<file path="config.mk">
export PLATFORM = sky130hd
export DESIGN_NAME = gshare_pattern_table
export DESIGN_NICKNAME = d
export VERILOG_FILES = /design/src/rtl/gshare_pattern_table.sv
export SDC_FILE = /design/constraint.sdc
export NUM_CORES = 1
export LEC_CHECK = 0
export CAP_MARGIN = 5
export CORE_MARGIN = 1
export CORE_UTILIZATION = 45
export DETAILED_ROUTE_END_ITERATION = 10
export HOLD_SLACK_MARGIN = 0.05
export PLACE_DENSITY_LB_ADDON = 0.15
export SETUP_SLACK_MARGIN = 0.3
export SYNTH_ARGS = -nofsm -noshare
export SYNTH_HDL_FRONTEND = slang
export SYNTH_SLANG_ARGS = --single-unit
</file>
<file path="constraint.sdc">
create_clock -name clk -period 3.7 [get_ports clk]
set_input_delay 0.925 -clock clk [delete_from_list [all_inputs] [get_ports clk]]
set_output_delay 0.925 -clock clk [all_outputs]
set_load 0.05 [all_outputs]
</file>
<file path="src/rtl/gshare_pattern_table.sv">
// gshare pattern history table: 2-bit saturating counters indexed by
// PC[IDX_W+1:2] XOR the global history. Lookups answer one cycle after the
// request; resolutions train one counter and drive the history register.
module gshare_pattern_table #(
  parameter int GHR_W = 3,
  parameter int IDX_W = 4
) (
  input  logic             clk,
  input  logic             reset,
  input  logic [GHR_W-1:0] ghr,
  input  logic             lk_valid,
  input  logic [31:0]      lk_pc,
  output logic             pred_valid,
  output logic             pred_taken,
  output logic [IDX_W-1:0] pred_idx,
  input  logic             upd_valid,
  input  logic [IDX_W-1:0] upd_idx,
  input  logic             upd_taken,
  input  logic             upd_pred,
  output logic             ghr_shift,
  output logic             ghr_taken,
  output logic             upd_mispredict
);

  localparam int DEPTH = 32'sd1 << IDX_W;

  // Counter states
  localparam logic [1:0] CNT_SNT = 2'b00;
  localparam logic [1:0] CNT_WNT = 2'b01;
  localparam logic [1:0] CNT_WT  = 2'b10;
  localparam logic [1:0] CNT_ST  = 2'b11;

  logic [1:0]       cnt_r [DEPTH];
  logic [IDX_W-1:0] ghr_ext_s;
  logic [IDX_W-1:0] lk_idx_s;
  logic [1:0]       upd_cnt_s;
  logic [1:0]       lk_cnt_s;
  logic             unused_s;

  // Next value of a 2-bit saturating counter after one resolved branch.
  function automatic logic [1:0] sat_next(input logic [1:0] cnt, input logic taken);
    logic [1:0] nxt;
    case (cnt)
      CNT_SNT: nxt = taken ? CNT_WNT : CNT_SNT;
      CNT_WNT: nxt = taken ? CNT_WT  : CNT_SNT;
      CNT_WT:  nxt = taken ? CNT_ST  : CNT_WNT;
      CNT_ST:  nxt = taken ? CNT_ST  : CNT_WT;
      default: nxt = CNT_WNT;
    endcase
    return nxt;
  endfunction

  // PC bits outside the index field do not take part in the hash.
  assign unused_s = ^{lk_pc[31:IDX_W+2], lk_pc[1:0]};

  // Hash the lookup PC with the zero-extended global history.
  always_comb begin
    ghr_ext_s              = '0;
    ghr_ext_s[GHR_W-1:0]   = ghr;
    lk_idx_s               = lk_pc[IDX_W+1:2] ^ ghr_ext_s;
  end

  // Trained counter value and lookup read with same-cycle forwarding.
  always_comb begin
    upd_cnt_s = sat_next(cnt_r[upd_idx], upd_taken);
    if (upd_valid && (upd_idx == lk_idx_s)) begin
      lk_cnt_s = upd_cnt_s;
    end else begin
      lk_cnt_s = cnt_r[lk_idx_s];
    end
  end

  // Counter array: reset to weak not-taken, train the resolved entry.
  always_ff @(posedge clk) begin
    if (reset) begin
      for (int i = 0; i < DEPTH; i++) begin
        cnt_r[i[IDX_W-1:0]] <= CNT_WNT;
      end
    end else if (upd_valid) begin
      cnt_r[upd_idx] <= upd_cnt_s;
    end
  end

  // Prediction outputs: valid pulses per lookup, direction/index hold otherwise.
  always_ff @(posedge clk) begin
    if (reset) begin
      pred_valid <= 1'b0;
      pred_taken <= 1'b0;
      pred_idx   <= '0;
    end else begin
      pred_valid <= lk_valid;
      if (lk_valid) begin
        pred_taken <= lk_cnt_s[1];
        pred_idx   <= lk_idx_s;
      end
    end
  end

  // Mispredict flag lags the resolution by one cycle.
  always_ff @(posedge clk) begin
    if (reset) begin
      upd_mispredict <= 1'b0;
    end else begin
      upd_mispredict <= upd_valid & (upd_pred ^ upd_taken);
    end
  end

  // History register shifts on the same edge that trains the counter.
  assign ghr_shift = upd_valid;
  assign ghr_taken = upd_taken;

endmodule

</file>
Yosys cells after proc, flatten, opt, wreduce, memory -nomap -nowiden. Memories as Yosys holds them, arrays and structs flattened. A register that Yosys moved wholly into a read port is not among the register bits. Cells that the tools add are included. W data, S select, Z words.

Equal/unequal tests: 3. Multiplexer cells: 13. Bitwise operators: 3. Reduce and logical (&&, ||, !) cells: 2.

Operator list (count): $mux W1 (8); $pmux W2 S4 (1); $mux W2 (3); $eq A2 B2 Y1 const B (2); $mux W4 (1); $xor A4 B3 Y4 (1); $eq A2 B1 Y1 const B (1); $logic_not A2 Y1 (1); $reduce_or A2 Y1 (1); $and A1 B1 Y1 (1); $xor A1 B1 Y1 (1).

Flip-flop bits (word level): 6. Bits in writable memories: 32. Output and inout port bits: 9. Memories kept: 1.

Memories: cnt_r (depth 16, bits a word 2, rd ports 2, clocked after Yosys merged registers in 1, write ports 16, line 33) `logic [1:0] cnt_r [DEPTH];`.

Longest topological paths before layout.
Word-level depth: 5. Depth in mapped cells: 8.

Least setup slack after synthesis. OpenSTA, ideal clock, no wires.

Path kind: input port to flip-flop. Start point: in upd_idx[0]. End point: mem cnt_r[0][0] (data pin). Setup time: 292 ps. Data arrival time: 2701 ps. Data required time: 3408 ps. Slack: 707 ps. Stages on the path: 8. Buffers on the path: 3. Path through: buf_6 -> buf_6 -> mux4_2 -> mux2_2 -> maj3_2 -> mux2i_4 -> buf_6 -> nand3_1.

RTL lines: start, declared (line 17) `input logic [IDX_W-1:0] upd_idx,`; end, declared (line 33).

Final worst setup path.
Start point: in upd_taken. End point: out ghr_taken.

RTL lines: start, declared (line 18) `input logic upd_taken,`; end, declared (line 21) `output logic ghr_taken,`.

No word-level cell between the ends.

==> impl_metrics.yaml <==
status:
  status: "completed"
timing:
  maxSlewViolCount: 0
  holdWs_ns: 0.4849
  rsz0062_at_grt: "false"
  finalSetupViolCount: 0
  skew_ns: 0.002230
  period_minus_slack_ns: 3.291
  fmax_mhz: 303.9
  hold_viol: 0
  max_slew_margin_pct: 58.97
  finalCritPeriodShare_pct: 88.95
  finalSetupTns_ns: 0
  tightestPinTransition_ns: 0.6135
yosys:
  synth_top_family_by_area: "simple AND/OR/NAND/NOR gates"
  synthesis.instances: 189
  synth_mux_area_share_pct: 17.19
  synth_fp_nets: 234
  synthAdderAreaFrac_pct: 0.9709
  synth_simple_gate_area_share_pct: 21.13
  synth.ff_latch_count: 39
  post_synth_num_cell_types: 32
  yosysSeqAreaShare_pct: 50.26
  synth-xor-area-share_pct: 3.998
  yosys_warnings: 0
  syn_area_um2: 2191
  postSynthAreaPerCell_um2: 11.59
  synth_compound_area_share_pct: 2.798
critical_path:
  start_kind: "input port"
  startpoint: "upd_taken"
  path_class: "in2out"
  max_stage_delay_ns: 0.85
  worst_ep_arrival_time_ns: 2.37
  crit_path_max_fanout: 6
  reg2reg_from: "cnt_r[15][1]"
  critPathBufInv: 2
  cpLargestDelayFamily: "buffers and inverters"
  cpMostUsedCell: "clkdlybuf4s50_1"
  cp.required_ns: 2.77
  endpoint_kind: "output pin"
  slowest_stage: "clkdlybuf4s50_1"
  cp_cell_sequence: "clkdlybuf4s50_1 -> clkdlybuf4s50_1"
min_path:
  min-delay-start: "pred_taken"
  worstHoldPathType: "reg2reg"
clocking:
  cts_root_buf: "clkbuf_8"
  post-cts-setup-buffers: 0
  post_cts_resized: 0
  postCtsHoldBufs: 0
  clkTransAtPathRegs_ns: 0.07
  numCtsBuffers: 5
  clk_latency_ns: 0.29
  cts.sinks: 39
  htreeDepth: 2
  cts_buffer_depth: 2
  cts_tree: "yes"
floorplan:
  core_area_um2: 4692
  dieWidth_um: 71.78
  die_h_um: 71.78
  die_area_um2: 5152
  ios: 54
  initial_utilization_pct: 46.69
  rows: 25
grt:
  met3_usage_pct: 4.219
  grt_max_degree: 21
  track_usage_pct: 20.76
  grtUsageMet1_pct: 26.73
  met2_usage_pct: 35.01
  grt_overflow: 0
  antenna_found_initial: 0
  grt_pass1_wl_mm: 7.838
  busiest_layer: "met2"
  grt_pass1_vias: 1534
power:
  power_uw: 972.9
  ir_worst_vdd_mv: 0.1858
  p_per_area_nw_per_um2: 372.9
  leakagePower_nw: 0.8615
detailed_routing:
  wl_mm: 4.723
  antenna_left: 0
  routedWlPerCell_um: 17.30
  via_count: 1575
  via_per_inst: 5.769
  drc: 0
  firstDrtPassIters: 6
  drt_iter0_drc: 90
layout:
  drive_gt1_share_pct: 17.81
  multi_input_area_um2: 1010
  synthToLayoutAreaGrowth_pct: 19.07
  final_common_cell: "edfxtp_1"
  diodes: 0
  fill_cells: 400
  final_cell_mix: "edfxtp_1 (32), clkdlybuf4s50_1 (25), nor2_1 (24), nand2_1 (17), nand2b_1 (14)"
  seq_area_um2: 1101
  fin_nets: 263
run:
  drv_cap: 0
placed_design:
  dp_hpwl_mm: 3.531
  gp_congestion: 0.8046
  io_buffers: 25
per-stage QoR:
| step | worst slack (ns) | std cells | util (%) | cell area (µm²) |
|---|---|---|---|---|
| 3_5_place_dp | 0.1588 | 265 | 53.89 | 2529 |
| 4_1_cts | 0.3985 | 273 | 55.60 | 2609 |
| 3_3_place_gp | 0.1666 | 265 | 53.89 | 2529 |
| 2_1_floorplan | 0.7072 | 189 | - | 2191 |
| 5_1_grt | 0.3828 | 273 | 55.60 | 2609 |
| 6_report | 0.4090 | 273 | 55.60 | 2609 |
layout make-up:
cell class              instances  share of cell area [%]
flip-flops and latches         39                   42.21
multi-input cells             137                   38.71
repair buffers                 35                   13.43
clock buffers                   8                   3.070
well taps                      54                   2.590
path summary, 6_finish.rpt:
check | endpoint | slack [ns] | cells past startpoint
hold reg to reg | pred_taken | 0.48 | 2
hold / removal | pred_taken | 0.48 | 2
setup reg to reg | cnt_r[12][0] | 1.40 | 6
setup / recovery | ghr_taken | 0.41 | 2
where the power goes:
group          switching, mW  total (mW)  internal (mW)
sequential           0.00741       0.497          0.490
combinational          0.109       0.200         0.0904
clock                  0.142       0.276          0.134
total                  0.259       0.973          0.714
kinds of logic (layout without fill, tap and decap cells):
kind of cell,Yosys count,after routing
adders and majority gates,2,2
buffers and inverters,13,43
DFF,39,39
muxes,22,22
and+or+nand+nor,94,94
xor gates and xnor gates,10,10
AOI/OAI and AO/OA,9,9
layer usage:
layer  part of all wire (%)  wire (µm)  up-vias
li1                       -          -      739
met1                     44       2080      777
met2                     49       2333       52
met3                    4.9        233        7
met4                    1.6         76        0
met5                      0          0        -
cells in the mapped netlist:
cell type / number / share of area, %
a21oi_1: 2 / 0.46
o21ai_0: 2 / 0.46
nand2_1: 17 / 2.9
mux2_2: 5 / 2.6
nor2_1: 24 / 4.1
a211oi_1: 2 / 0.69
xor2_1: 4 / 1.6
mux2i_4: 1 / 1.0
o32a_1: 1 / 0.46
and3_1: 2 / 0.57
nand2b_1: 14 / 4.0
nor3b_1: 2 / 0.69
a31o_2: 1 / 0.40
nand3_1: 13 / 3.0
maj3_1: 1 / 0.46
dfxtp_1: 7 / 6.4
nor4_1: 2 / 0.57
buf_6: 3 / 1.5
or2_2: 5 / 1.4
xnor2_1: 6 / 2.4
clkbuf_1: 4 / 0.69
buf_4: 2 / 0.69
edfxtp_1: 32 / 44
buf_2: 1 / 0.23
mux4_2: 11 / 11
mux2i_1: 5 / 2.3
maj3_2: 1 / 0.51
a21boi_0: 1 / 0.34
nor3_1: 7 / 1.6
buf_1: 3 / 0.51
nor2b_1: 6 / 1.7
nand4_1: 2 / 0.57
sequential cells by signal, indices dropped and copies added (netlist names):
name,count
cnt_r,32
pred_idx,4
pred_taken,1
pred_valid,1
upd_mispredict,1
Power figures use the tool's default switching activity.
